==> src/rtl/lsu_port_arbiter_if.sv <==
// Requester and sequencer-side signals of the LSU port arbiter.
// master = requesters + sequencer (drive requests/responses), slave = arbiter.
interface lsu_port_arbiter_if #(
   parameter int NUM_REQ = 2
);
   localparam int IW = (NUM_REQ > 1) ? $clog2(NUM_REQ) : 1;

   logic [NUM_REQ-1:0] req_valid_i;
   logic [NUM_REQ-1:0] req_is_store_i;
   logic [NUM_REQ-1:0] req_kill_i;
   logic [NUM_REQ-1:0] req_gnt_o;
   logic [NUM_REQ-1:0] req_done_o;
   logic [NUM_REQ-1:0] req_err_o;
   logic [IW-1:0]      owner_o;
   logic               busy_o;
   logic               mem_is_load_o;
   logic               mem_is_store_o;
   logic               mem_kill_o;
   logic               mem_ld_resp_valid_i;
   logic               mem_st_resp_gnt_i;

   modport master (
      output req_valid_i, req_is_store_i, req_kill_i,
      output mem_ld_resp_valid_i, mem_st_resp_gnt_i,
      input  req_gnt_o, req_done_o, req_err_o,
      input  owner_o, busy_o,
      input  mem_is_load_o, mem_is_store_o, mem_kill_o
   );

   modport slave (
      input  req_valid_i, req_is_store_i, req_kill_i,
      input  mem_ld_resp_valid_i, mem_st_resp_gnt_i,
      output req_gnt_o, req_done_o, req_err_o,
      output owner_o, busy_o,
      output mem_is_load_o, mem_is_store_o, mem_kill_o
   );
endinterface

==> src/rtl/lsu_port_arbiter.sv <==
// Round-robin sharing of the TLB/dcache sequencer, one op outstanding.
// Optional BUSY watchdog abort enabled by defining LSU_ARB_TIMEOUT_EN.
module lsu_port_arbiter #(
   parameter int NUM_REQ        = 2,
   parameter int TIMEOUT_CYCLES = 64
) (
   input logic             clk,
   input logic             rst,
   lsu_port_arbiter_if.slave bus
);
   localparam int IW = (NUM_REQ > 1) ? $clog2(NUM_REQ) : 1;

   typedef enum logic [1:0] {
      S_IDLE,
      S_BUSY,
      S_DRAIN
   } state_t;

   state_t             r_state;
   logic [IW-1:0]      r_rr;
   logic [IW-1:0]      r_owner;
   logic [NUM_REQ-1:0] r_gnt;
   logic [NUM_REQ-1:0] r_done;
   logic               r_store;
   logic               r_is_ld;
   logic               r_is_st;
   logic               r_kill;

   logic [NUM_REQ-1:0] w_elig;
   logic [IW:0]        w_sum;
   logic [IW-1:0]      w_win;
   logic               w_found;
   logic               w_cmpl;
   logic               w_okill;

`ifdef LSU_ARB_TIMEOUT_EN
   localparam int CW = $clog2(TIMEOUT_CYCLES);
   logic [CW-1:0]      r_cnt;
   logic [NUM_REQ-1:0] r_err;
`endif

   // Scan downward so the closest eligible index at/after rr wins last.
   always_comb begin
      w_elig  = bus.req_valid_i & ~bus.req_kill_i;
      w_found = 1'b0;
      w_win   = r_rr;
      w_sum   = '0;
      for (int k = NUM_REQ - 1; k >= 0; k--) begin
         w_sum = {1'b0, r_rr} + (IW + 1)'(k);
         if (w_sum >= (IW + 1)'(NUM_REQ))
            w_sum = w_sum - (IW + 1)'(NUM_REQ);
         if (w_elig[w_sum[IW-1:0]]) begin
            w_found = 1'b1;
            w_win   = w_sum[IW-1:0];
         end
      end
   end

   assign w_cmpl  = r_store ? bus.mem_st_resp_gnt_i
                            : bus.mem_ld_resp_valid_i;
   assign w_okill = bus.req_kill_i[r_owner];

   always_ff @(posedge clk or posedge rst) begin
      if (rst) begin
         r_state <= S_IDLE;
         r_rr    <= '0;
         r_owner <= '0;
         r_gnt   <= '0;
         r_done  <= '0;
         r_store <= 1'b0;
         r_is_ld <= 1'b0;
         r_is_st <= 1'b0;
         r_kill  <= 1'b0;
`ifdef LSU_ARB_TIMEOUT_EN
         r_cnt   <= '0;
         r_err   <= '0;
`endif
      end else begin
         r_gnt  <= '0;
         r_done <= '0;
         r_kill <= 1'b0;
`ifdef LSU_ARB_TIMEOUT_EN
         r_err  <= '0;
`endif
         unique case (r_state)
            S_IDLE: begin
               if (w_found) begin
                  r_gnt[w_win] <= 1'b1;
                  r_owner      <= w_win;
                  r_store      <= bus.req_is_store_i[w_win];
                  r_is_st      <= bus.req_is_store_i[w_win];
                  r_is_ld      <= ~bus.req_is_store_i[w_win];
                  if (w_win == IW'(NUM_REQ - 1))
                     r_rr <= '0;
                  else
                     r_rr <= w_win + 1'b1;
`ifdef LSU_ARB_TIMEOUT_EN
                  r_cnt        <= '0;
`endif
                  r_state      <= S_BUSY;
               end
            end
            S_BUSY: begin
               if (w_cmpl) begin
                  r_done[r_owner] <= 1'b1;
                  r_is_ld         <= 1'b0;
                  r_is_st         <= 1'b0;
                  r_state         <= S_DRAIN;
               end else if (w_okill) begin
                  r_kill  <= 1'b1;
                  r_is_ld <= 1'b0;
                  r_is_st <= 1'b0;
                  r_state <= S_DRAIN;
               end
`ifdef LSU_ARB_TIMEOUT_EN
               else if (r_cnt == CW'(TIMEOUT_CYCLES - 1)) begin
                  r_kill         <= 1'b1;
                  r_err[r_owner] <= 1'b1;
                  r_is_ld        <= 1'b0;
                  r_is_st        <= 1'b0;
                  r_state        <= S_DRAIN;
               end else begin
                  r_cnt <= r_cnt + 1'b1;
               end
`endif
            end
            S_DRAIN: r_state <= S_IDLE;
            default: r_state <= S_IDLE;
         endcase
      end
   end

   assign bus.req_gnt_o      = r_gnt;
   assign bus.req_done_o     = r_done;
   assign bus.owner_o        = r_owner;
   assign bus.busy_o         = (r_state != S_IDLE);
   assign bus.mem_is_load_o  = r_is_ld;
   assign bus.mem_is_store_o = r_is_st;
   assign bus.mem_kill_o     = r_kill;
`ifdef LSU_ARB_TIMEOUT_EN
   assign bus.req_err_o      = r_err;
`else
   assign bus.req_err_o      = '0;
`endif
endmodule

==> src/flat_wrapper.sv <==
// flat-port wrapper written by rule: the top's interface ports become plain ports
module lsu_port_arbiter_flat 
#(
   parameter int NUM_REQ        = 2,
   parameter int TIMEOUT_CYCLES = 64
)
  (clk, rst, bus_req_valid_i, bus_req_is_store_i, bus_req_kill_i, bus_mem_ld_resp_valid_i, bus_mem_st_resp_gnt_i, bus_req_gnt_o, bus_req_done_o, bus_req_err_o, bus_owner_o, bus_busy_o, bus_mem_is_load_o, bus_mem_is_store_o, bus_mem_kill_o);
  lsu_port_arbiter_if #(.NUM_REQ(NUM_REQ)) bus_i ();
  input logic clk;
  input logic rst;
  input wire logic [$bits(bus_i.req_valid_i)-1:0] bus_req_valid_i;
  input wire logic [$bits(bus_i.req_is_store_i)-1:0] bus_req_is_store_i;
  input wire logic [$bits(bus_i.req_kill_i)-1:0] bus_req_kill_i;
  input wire logic [$bits(bus_i.mem_ld_resp_valid_i)-1:0] bus_mem_ld_resp_valid_i;
  input wire logic [$bits(bus_i.mem_st_resp_gnt_i)-1:0] bus_mem_st_resp_gnt_i;
  output wire logic [$bits(bus_i.req_gnt_o)-1:0] bus_req_gnt_o;
  output wire logic [$bits(bus_i.req_done_o)-1:0] bus_req_done_o;
  output wire logic [$bits(bus_i.req_err_o)-1:0] bus_req_err_o;
  output wire logic [$bits(bus_i.owner_o)-1:0] bus_owner_o;
  output wire logic [$bits(bus_i.busy_o)-1:0] bus_busy_o;
  output wire logic [$bits(bus_i.mem_is_load_o)-1:0] bus_mem_is_load_o;
  output wire logic [$bits(bus_i.mem_is_store_o)-1:0] bus_mem_is_store_o;
  output wire logic [$bits(bus_i.mem_kill_o)-1:0] bus_mem_kill_o;
  assign bus_i.req_valid_i = bus_req_valid_i;
  assign bus_i.req_is_store_i = bus_req_is_store_i;
  assign bus_i.req_kill_i = bus_req_kill_i;
  assign bus_i.mem_ld_resp_valid_i = bus_mem_ld_resp_valid_i;
  assign bus_i.mem_st_resp_gnt_i = bus_mem_st_resp_gnt_i;
  assign bus_req_gnt_o = bus_i.req_gnt_o;
  assign bus_req_done_o = bus_i.req_done_o;
  assign bus_req_err_o = bus_i.req_err_o;
  assign bus_owner_o = bus_i.owner_o;
  assign bus_busy_o = bus_i.busy_o;
  assign bus_mem_is_load_o = bus_i.mem_is_load_o;
  assign bus_mem_is_store_o = bus_i.mem_is_store_o;
  assign bus_mem_kill_o = bus_i.mem_kill_o;
  lsu_port_arbiter #(.NUM_REQ(NUM_REQ), .TIMEOUT_CYCLES(TIMEOUT_CYCLES)) u_core (.clk(clk), .rst(rst), .bus(bus_i));
endmodule
==> config.mk <==
export PLATFORM = sky130hd
export DESIGN_NAME = lsu_port_arbiter_flat
export DESIGN_NICKNAME = d
export VERILOG_FILES = /design/src/rtl/lsu_port_arbiter_if.sv /design/src/rtl/lsu_port_arbiter.sv /design/src/flat_wrapper.sv
export SDC_FILE = /design/constraint.sdc
export NUM_CORES = 1
export LEC_CHECK = 0
export BUFFER_PORTS_ARGS = -buffer_cell sky130_fd_sc_hd__buf_2
export CELL_PAD_IN_SITES_DETAIL_PLACEMENT = 1
export CELL_PAD_IN_SITES_GLOBAL_PLACEMENT = 2
export CORE_ASPECT_RATIO = 1.1
export CORE_UTILIZATION = 27
export CTS_CLUSTER_SIZE = 28
export DETAILED_ROUTE_END_ITERATION = 10
export PLACE_DENSITY_LB_ADDON = 0.1
export SLEW_MARGIN = 0
export SYNTH_ARGS = -nofsm -noshare
export SYNTH_HDL_FRONTEND = slang
export SYNTH_SLANG_ARGS = --single-unit
==> constraint.sdc <==
create_clock -name clk -period 1.5 [get_ports clk]
set_input_delay 0.15 -clock clk [delete_from_list [all_inputs] [get_ports clk]]
set_output_delay 0.15 -clock clk [all_outputs]
set_load 0.01 [all_outputs]
-- Word level (Yosys, flattened, before mapping)
Index checks and enable logic that the tools add are counted.
- logic and storage cells: 72
- output and inout port bits: 11
- register bits: 12
- input port bits: 10
- bitwise operators: 3
- reduce and logical (&&, ||, !) cells: 8
- muxes and demuxes: 37
- order comparisons: 8
- add/sub/neg operators: 4
- eq/ne operators: 3
- operator list (kind ; count):
    1-bit two-way mux ; 25
    2-bit two-way mux ; 7
    1-bit by 2-bit less-than comparator with 1-bit output (second input constant) ; 4
    1-bit case mux with 2 select lines ; 2
    2-bit case mux with 2 select lines ; 1
    2-bit AND reduction ; 2
    2-bit nonzero test ; 2
    3-bit by 1-bit inequality test with 1-bit output (second input constant) ; 1
    3-bit AND reduction ; 1
    1-bit by 1-bit adder with 2-bit output (second input constant) ; 1
    2-bit bitwise AND ; 1
    1-bit demux with 1-bit select ; 2
    2-bit by 1-bit == test with 1-bit output (second input constant) ; 1
    1-bit >= comparator (second input constant) ; 2
    1-bit by 2-bit >= comparator with 1-bit output (second input constant) ; 1
    2-bit >= comparator (second input constant) ; 1
    1-bit logical AND ; 2
    2-bit logical NOT ; 1
    2-bit by 1-bit inequality test with 1-bit output (second input constant) ; 1
    2-bit NOT ; 1
    1-bit subtractor (second input constant) ; 2
    1-bit adder (second input constant) ; 1
    1-bit NOT ; 1

-- Longest topological paths before layout
Gate-level depths: netlist (run 1).
- depth in word-level cells: 13
- depth in mapped cells: 4
- depth with buffers taken out: 4

-- Worst setup path after synthesis (run 1)
Ideal clock, no wire load.
- path type: flip-flop to flip-flop
- start point: register u_core.r_rr
- end point: register u_core.r_is_ld, in the netlist u_core.bus.mem_is_load_o
- arrival time: 1.190 ns
- library setup time: 0.064 ns
- period minus slack after synthesis: 1.254 ns
- required time: 1.436 ns
- stages on the path, launching flop included: 5
- buffers on the path: 0
- path slack: 0.246 ns
- path through: dfrtp_1 > or3b_1 > a32o_2 > nor2_1 > o32a_2
- word-level cells in the longest chain between the ends: 12
- elaborated cells between the ends (all ways): 22
- classes of those cells: add/sub: 3; order compare: 2; eq/ne: 1; mux: 14; bitwise: 1; reduce/logical: 1
- RTL lines (item ; RTL line ; RTL):
    start, declared ; lsu_port_arbiter.sv:20 ; logic [IW-1:0] r_rr;
    start signal, assigned ; lsu_port_arbiter.sv:96 ; r_rr <= w_win + 1'b1;
    1-bit by 1-bit adder with 2-bit output ; lsu_port_arbiter.sv:49 ; w_sum = {1'b0, r_rr} + (IW + 1)'(k);
    2-bit >= comparator or 1-bit subtractor (tied branches) ; lsu_port_arbiter.sv:50, lsu_port_arbiter.sv:51 ;
    1-bit two-way mux ; lsu_port_arbiter.sv:50 ; if (w_sum >= (IW + 1)'(NUM_REQ))
    1-bit two-way mux (implied by the code) (2 in series) ; lsu_port_arbiter.sv:52 ; if (w_elig[w_sum[IW-1:0]]) begin
    1-bit two-way mux (2 in series) ; lsu_port_arbiter.sv:52 ;
    1-bit two-way mux (implied by the code) (2 in series) ; lsu_port_arbiter.sv:92 ; r_is_ld <= ~bus.req_is_store_i[w_win];
    1-bit NOT ; lsu_port_arbiter.sv:92 ;
    1-bit two-way mux ; lsu_port_arbiter.sv:87 ; if (w_found) begin
    1-bit case mux with 2 select lines ; lsu_port_arbiter.sv:85 ; unique case (r_state)
    end signal, assigned ; lsu_port_arbiter.sv:92 ;
    end, declared ; lsu_port_arbiter.sv:25 ; logic r_is_ld;
Several ways; a longest one is shown, not always the timed one. The select of a mux whose other input is x is not followed.
A chain may end at the register's enable or synchronous reset.

-- Worst setup path in the final report (run 1)
- start point: register u_core.r_store
- end point: register u_core.r_is_st, in the netlist u_core.bus.mem_is_store_o
- word-level cells in the longest chain between the ends: 3
- elaborated cells between the ends (all ways): 5
- classes of those cells: eq/ne: 1; mux: 3; reduce/logical: 1
- RTL lines (item ; RTL line ; RTL):
    start, declared ; lsu_port_arbiter.sv:24 ; logic r_store;
    start signal, assigned ; lsu_port_arbiter.sv:90 ; r_store <= bus.req_is_store_i[w_win];
    1-bit two-way mux (*) ; lsu_port_arbiter.sv:59 ; assign w_cmpl = r_store ? bus.mem_st_resp_gnt_i
    3-bit by 1-bit inequality test with 1-bit output (no line) or 1-bit two-way mux (tied branches) ; - ;
    3-bit AND reduction (no line) or 1-bit case mux with 2 select lines (tied branches) ; - ;
    end signal, assigned ; lsu_port_arbiter.sv:91 ; r_is_st <= bus.req_is_store_i[w_win];
    end, declared ; lsu_port_arbiter.sv:26 ; logic r_is_st;
Mark *: on every way between the ends. The rest lies on a longest branch, timed or not.

==> results of run 1 <==
[kinds of logic after synthesis]
family / after synthesis / share of synthesized area, %
mux: 1 / 2.68
compound gates: 9 / 14.5
buf+inv: 5 / 4.69
flops: 12 / 53.6
simple gates: 22 / 23.9
other cells: 1 / 0.669
[through the flow]
stage	setup slack (ps)	utilization [%]
after floorplan	246	-
after global placement	156	37.0
after detailed placement	152	37.0
after CTS	127	38.7
after global routing	50.5	38.7
final	137	38.7
[cell usage in the layout, fill, tap and decap left out, drive strengths merged, types with 2 or more instances in the layout]
cell	instances
a21oi	3
o21ai	2
dfrtp	12
nor3b	2
nand2	3
inv	3
conb	2
clkbuf	3
nor2b	2
buf	20
nor2	4
and3	2
[state kept, by name, indices dropped and copies added (netlist names)]
name                       cells
u_core.r_rr                    1
u_core.bus.req_done_o          2
u_core.r_state                 2
u_core.r_store                 1
u_core.bus.mem_is_load_o       1
u_core.bus.mem_is_store_o      1
u_core.bus.mem_kill_o          1
u_core.bus.owner_o             1
u_core.bus.req_gnt_o           2
[cell type report]
cell class              instances  area (sq um)
inverters                       3          11.3
fillers                       232          1140
repair buffers                 21           115
clock buffers                   3          22.5
well taps                      27          33.8
flip-flops and latches         12           300
multi-input cells              34           238
[power by group]
group	internal [mW]	switching, mW	leakage, nW
combinational	0.234	0.267	0.211
sequential	0.438	0.0894	0.154
clock	0.0927	0.0990	0.0138
total	0.765	0.456	0.378
[worst register-to-register path: stages, from the launching register on]
cell,delay [ps]
dfrtp_1,400
mux2_4,330
a2111oi_4,380
o21ai_1,100
nand3_1,90
[per-layer routing]
layer  global-route usage, %  part of all wire, %  vias to the layer above
met1                    17.5                   46                      205
met2                    17.6                   47                       17
li1                        -                    -                      222
met5                       0                    0                        -
met3                    2.20                  6.1                        2
met4                    7.58                 0.48                        0
[worst max-delay path by stage]
| stage | from | endpoint |
|---|---|---|
| floorplan | u_core.r_rr$_DFFE_PP0P_ | u_core.bus.mem_is_load_o$_DFFE_PP0P_ |
| finish | u_core.r_store$_DFFE_PP0P_ | u_core.bus.mem_is_store_o$_DFFE_PP0P_ |
| detailed placement | u_core.r_store$_DFFE_PP0P_ | u_core.bus.mem_is_store_o$_DFFE_PP0P_ |
| global placement | u_core.r_store$_DFFE_PP0P_ | u_core.bus.mem_is_store_o$_DFFE_PP0P_ |
| global route | u_core.r_store$_DFFE_PP0P_ | u_core.bus.mem_is_store_o$_DFFE_PP0P_ |
| CTS | u_core.r_store$_DFFE_PP0P_ | u_core.bus.mem_is_store_o$_DFFE_PP0P_ |
==> impl_metrics.sql, run 1 <==
INSERT INTO impl_metrics (metric_group, metric, value, unit) VALUES
('drt', 'detail_route.wl_per_cell', '12.6', 'microns'),
('layout', 'areaGrowthSynthToFinish', '28.6', '%'),
('floorplan', 'num_rows', '16', ''),
('critical_path', 'critPathLaunchType', 'flop', ''),
('cts', 'cts_tree', 'yes', ''),
('grt', 'grt_antenna_before_repair', '0', ''),
('sta', 'fmax', '734', 'MHz'),
('cts', 'cts_root_buffer', 'clkbuf_4', ''),
('critical_path', 'critPathMaxStageDelay', '400', 'ps'),
('layout', 'antenna_cells', '0', ''),
('layout', 'final_cell_count_no_fill', '100', ''),
('layout', 'finish.instance_area', '721', 'sq um'),
('cts', 'clk_pin_slew_worst_paths', '70', 'ps'),
('drt', 'detailedRoute.firstPassIterationCount', '4', ''),
('sta', 'final-hold-violation-count', '0', ''),
('drt', 'drtAntennaViolNets', '0', ''),
('min_path', 'hp-start', 'bus_mem_st_resp_gnt_i', ''),
('critical_path', 'timing.setup.critical_path_class', 'reg -> reg', ''),
('place', 'place.port_buffers', '18', ''),
('critical_path', 'r2r.worst_path.cells', '4', ''),
('pwr', 'vdd_ir_drop_max', '0.000758', 'V'),
('critical_path', 'r2r_end', 'u_core.bus.mem_is_store_o$_DFFE_PP0P_', ''),
('outcome', 'status', 'complete, no violations', ''),
('place', 'gp_routability_congestion', '0.667', ''),
('cts', 'numClockSinks', '12', ''),
('cts', 'clock_insertion_delay_worst_skew', '260', 'ps'),
('cts', 'number_of_buffers_added_for_setup_after_cts', '0', ''),
('critical_path', 'critical_path.cell_chain', 'mux2_4, a2111oi_4, o21ai_1, nand3_1', ''),
('critical_path', 'worst-r2r-setup-slack', '140', 'ps'),
('yosys', 'synth-main-ff-cell', 'dfrtp_1', ''),
('drt', 'detail_route.vias_per_cell', '4.46', ''),
('sta', 'worst_clock_skew', '0.720', 'ps'),
('sta', 'finalHoldWorstSlack', '210', 'ps'),
('cts', 'cts_htree_levels', '1', ''),
('yosys', 'synth-async-reset-ratio', '100', '%'),
('critical_path', 'timing.critical_path.fanout_max', '4', ''),
('critical_path', 'regToRegStartpoint', 'u_core.r_store$_DFFE_PP0P_', ''),
('floorplan', 'dieArea', '2260', 'sq um'),
('cts', 'ctsResizeCount', '0', ''),
('min_path', 'hold_critical_path_depth', '3', ''),
('place', 'place.detailed.hpwl', '976', 'microns'),
('yosys', 'synth_top_cells_by_count', 'dfrtp_1, nor2_1, a21oi_1, inv_1, nand2_1', ''),
('yosys', 'ys.warnings.count', '0', ''),
('yosys', 'synthTopCellsByArea', 'dfrtp_1, a2111oi_4, a21oi_1, buf_4, mux2_4', ''),
('grt', 'global_route.usage.total', '12.6', '%'),
('sta', 'final.min_clock_period', '1360', 'ps'),
('yosys', 'seq_area_frac_synth', '53.6', '%'),
('yosys', 'synth_enable_flop_cells', '0', ''),
('yosys', 'ys_types', '27', ''),
('critical_path', 'worst_path_dominant_cell_family', 'compound AO/OA/AOI/OAI gates', ''),
('sta', 'fin_setup_tns', '0', 'ps'),
('pwr', 'power_density', '1690', 'nW/um^2'),
('pwr', 'power.leakage', '0.378', 'nW'),
('layout', 'layout-drive-gt1-share', '38.4', '%'),
('floorplan', 'die_width', '45.4', 'microns'),
('floorplan', 'floorplan.die.height', '49.8', 'microns'),
('grt', 'grt_max_degree', '13', ''),
('yosys', 'post-synth-top-area-cell', 'dfrtp_1', ''),
('critical_path', 'timing.critical_path.slowest_stage_cell', 'dfrtp_1', ''),
('yosys', 'yosys_register_bits', '12', ''),
('min_path', 'timing.hold.worst_endpoint', 'u_core.bus.mem_kill_o$_DFF_PP0_', ''),
('place', 'placed_cells', '96', ''),
('yosys', 'post_synth_instance_area', '561', 'sq um'),
('run', 'max_cap_violations', '0', ''),
('critical_path', 'worst_ep_arrival_time', '1560', 'ps'),
('yosys', 'synthesized_area_per_cell', '11.2', 'sq um'),
('drt', 'postRouteWirelength', '1260', 'microns'),
('yosys', 'netlist_instances', '50', ''),
('sta', 'period_share', '90.9', '%'),
('critical_path', 'worst-endpoint-required', '1700', 'ps'),
('sta', 'rsz_0062_raised_after_global_routing', 'false', '');
No activity file was read; power rests on OpenSTA's default activity.
==> run 2, diff against run 1 <==
Settings changed: CELL_PAD_IN_SITES_DETAIL_PLACEMENT 1 to not set, CELL_PAD_IN_SITES_GLOBAL_PLACEMENT 2 to not set, CORE_ASPECT_RATIO 1.1 to not set, CORE_UTILIZATION 27 to 35.
==> run 2 against run 1 <==
  * Hold slack about the same
  * Global-route usage up 0.78 points
  * Count of clock-buffer cells in the layout increased by 1
  * Die area is 22% lower
  * First-iteration DRC count grew to 4.0 times the previous value
  * Utilization up 9.6 points
  * Clock power rose by 33%
  * Total power is 5.6% higher
  * Cell count is 9.0% lower
  * Critical path depth stayed put
  * Critical path type unchanged
==> impl_metrics.sql, run 2 (synthesized netlist as in run 1, its figures left out) <==
INSERT INTO impl_metrics (metric_group, metric, value, unit) VALUES
('layout', 'final_cell_count_no_fill', '91', ''),
('drt', 'detail_route.wl_per_cell', '11.6', 'microns'),
('drt', 'number_of_vias_after_detailed_routing', '457', ''),
('sta', 'worst_clock_skew', '0.440', 'ps'),
('critical_path', 'path_depth', '4', ''),
('floorplan', 'io-pin-count', '21', ''),
('critical_path', 'regToRegStartpoint', 'u_core.r_store$_DFFE_PP0P_', ''),
('critical_path', 'critical_path.n_buffers_inverters', '0', ''),
('layout', 'finish.instance_area', '728', 'sq um'),
('critical_path', 'critPathLaunchType', 'flop', ''),
('floorplan', 'dieArea', '1770', 'sq um'),
('cts', 'ctsResizeCount', '0', ''),
('sta', 'timing.final.setup_violations', '0', ''),
('sta', 'finalHoldWorstSlack', '211', 'ps'),
('critical_path', 'timing.setup.critical_path_class', 'reg -> reg', ''),
('critical_path', 'critPathMaxStageDelay', '400', 'ps'),
('cts', 'cts_tree', 'yes', ''),
('cts', 'number_of_buffers_added_for_setup_after_cts', '0', ''),
('drt', 'detailedRoute.firstPassIterationCount', '4', ''),
('sta', 'final.min_clock_period', '1330', 'ps'),
('sta', 'fmax', '753', 'MHz'),
('drt', 'dr.first_iter.drc_count', '4', ''),
('sta', 'period_share', '88.5', '%'),
('min_path', 'hp-start', 'bus_mem_ld_resp_valid_i', ''),
('critical_path', 'r2r.worst_path.cells', '4', ''),
('cts', 'numClockSinks', '12', ''),
('critical_path', 'timing.critical_path.slowest_stage_cell', 'dfrtp_1', ''),
('drt', 'drtAntennaViolNets', '0', ''),
('place', 'place.port_buffers', '18', ''),
('layout', 'layout.cells.most_common_list', 'buf_2, dfrtp_1, nor2_1', ''),
('pwr', 'totalPowerFinal', '1.29', 'mW'),
('sta', 'final-hold-violation-count', '0', ''),
('floorplan', 'floorplan.die.height', '42.0', 'microns'),
('cts', 'number_of_buffers_added_by_the_clock_tree_synthesis_step', '3', ''),
('layout', 'final-seq-area', '300', 'sq um'),
('cts', 'cts_htree_levels', '1', ''),
('sta', 'layout_setup_ws', '172', 'ps'),
('layout', 'fill_cells', '129', ''),
('cts', 'cts_root_buffer', 'clkbuf_4', ''),
('critical_path', 'worst-r2r-setup-slack', '170', 'ps'),
('critical_path', 'critical_path.startpoint', 'u_core.r_store$_DFFE_PP0P_', ''),
('sta', 'report.final.slew_viol_count', '0', ''),
('pwr', 'vdd_ir_drop_max', '0.000718', 'V'),
('grt', 'grt_pass1_vias', '404', ''),
('critical_path', 'worst_ep_arrival_time', '1540', 'ps'),
('critical_path', 'destination_of_the_critical_timing_path', 'u_core.bus.mem_is_store_o$_DFFE_PP0P_', ''),
('critical_path', 'worst_path_dominant_cell_family', 'compound AO/OA/AOI/OAI gates', ''),
('floorplan', 'die_width', '42.0', 'microns'),
('drt', 'drt_drc_violations_left', '0', ''),
('drt', 'detail_route.vias_per_cell', '5.02', ''),
('place', 'placed_cells', '86', ''),
('layout', 'final_nets', '86', ''),
('critical_path', 'critical_path.cell_chain', 'mux2_4, a2111oi_4, o21ai_1, nand3_1', ''),
('grt', 'grt_pass1_wl', '1740', 'microns'),
('critical_path', 'end_kind', 'flop', ''),
('grt', 'total_overflow_reported_by_the_global_router', '0', ''),
('layout', 'postLayoutCoreUtil', '48.3', '%'),
('grt', 'grt_max_degree', '13', ''),
('pwr', 'power.leakage', '0.390', 'nW'),
('floorplan', 'num_rows', '14', ''),
('floorplan', 'initial_core_util', '37.2', '%'),
('layout', 'multi_input_area', '238', 'sq um'),
('cts', 'clock_insertion_delay_worst_skew', '270', 'ps'),
('layout', 'areaGrowthSynthToFinish', '29.9', '%'),
('drt', 'postRouteWirelength', '1060', 'microns'),
('run', 'max_cap_violations', '0', ''),
('critical_path', 'worst-endpoint-required', '1710', 'ps'),
('min_path', 'timing.hold.worst.class', 'in -> reg', ''),
('cts', 'ctsHoldBuffers', '1', ''),
('outcome', 'status', 'complete, no violations', ''),
('cts', 'clock_tree.buffer_depth', '2', ''),
('sta', 'rsz_0062_raised_after_global_routing', 'false', ''),
('floorplan', 'placeableCoreArea', '1510', 'sq um'),
('cts', 'clk_pin_slew_worst_paths', '80', 'ps'),
('place', 'gp_routability_congestion', '0.691', ''),
('layout', 'antenna_cells', '0', ''),
('pwr', 'power_density', '1770', 'nW/um^2'),
('layout', 'layout-drive-gt1-share', '40.0', '%'),
('grt', 'global_route.usage.total', '13.4', '%'),
('place', 'dpl_worst_slack', '165', 'ps'),
('grt', 'grt_antenna_before_repair', '0', ''),
('critical_path', 'timing.critical_path.fanout_max', '4', ''),
('place', 'placed_instance_area', '682', 'sq um'),
('critical_path', 'r2r_end', 'u_core.bus.mem_is_store_o$_DFFE_PP0P_', ''),
('layout', 'layout.cells.most_common', 'buf_2', ''),
('sta', 'fin_setup_tns', '0', 'ps');
-- run 2: cell types whose count changed in the layout (fill, tap and decap cells not counted), sizes merged --
cell and delta:
clkbuf +1, buf +1
-- run 2: worst min-delay path by stage --
stage | slack, ps | cells after the start | to
after CTS | 200 | 3 | u_core.bus.mem_kill_o$_DFF_PP0_
after detailed placement | 190 | 2 | u_core.bus.req_done_o[1]$_DFF_PP0_
after floorplan | 10 | 1 | u_core.bus.mem_is_load_o$_DFFE_PP0P_
final | 210 | 3 | u_core.bus.mem_kill_o$_DFF_PP0_
after global routing | 220 | 3 | u_core.bus.mem_kill_o$_DFF_PP0_
after global placement | 180 | 2 | u_core.bus.mem_kill_o$_DFF_PP0_
-- run 2: per-layer routing --
layer  vias to the layer above  global-route usage [%]  wire, microns
met3                         0                    3.02             55
met2                        11                    21.3            531
met1                       225                    16.7            470
met5                         -                       0              0
li1                        221                       -              -
met4                         0                    7.50              0
-- run 2: final cells by class --
| cell class | count | area share, % |
|---|---|---|
| Tap cell | 16 | 2.75 |
| Sequential cell | 12 | 41.2 |
| Multi-Input combinational cell | 34 | 32.6 |
| Clock buffer | 4 | 4.98 |
| Inverter | 3 | 1.55 |
| Timing Repair Buffer | 22 | 16.8 |
-- run 2: worst reg2reg max path: cells and delay by family (launching register included) --
family / cells / cell delay [ps]
AO/OA/AOI/OAI: 2 / 450
flip-flops: 1 / 400
multiplexers: 1 / 340
AND/OR/NAND/NOR: 1 / 80
-- run 2: where the power goes --
part | switching (mW) | internal (mW)
clock | 0.108 | 0.147
sequential | 0.0688 | 0.438
combinational | 0.276 | 0.250
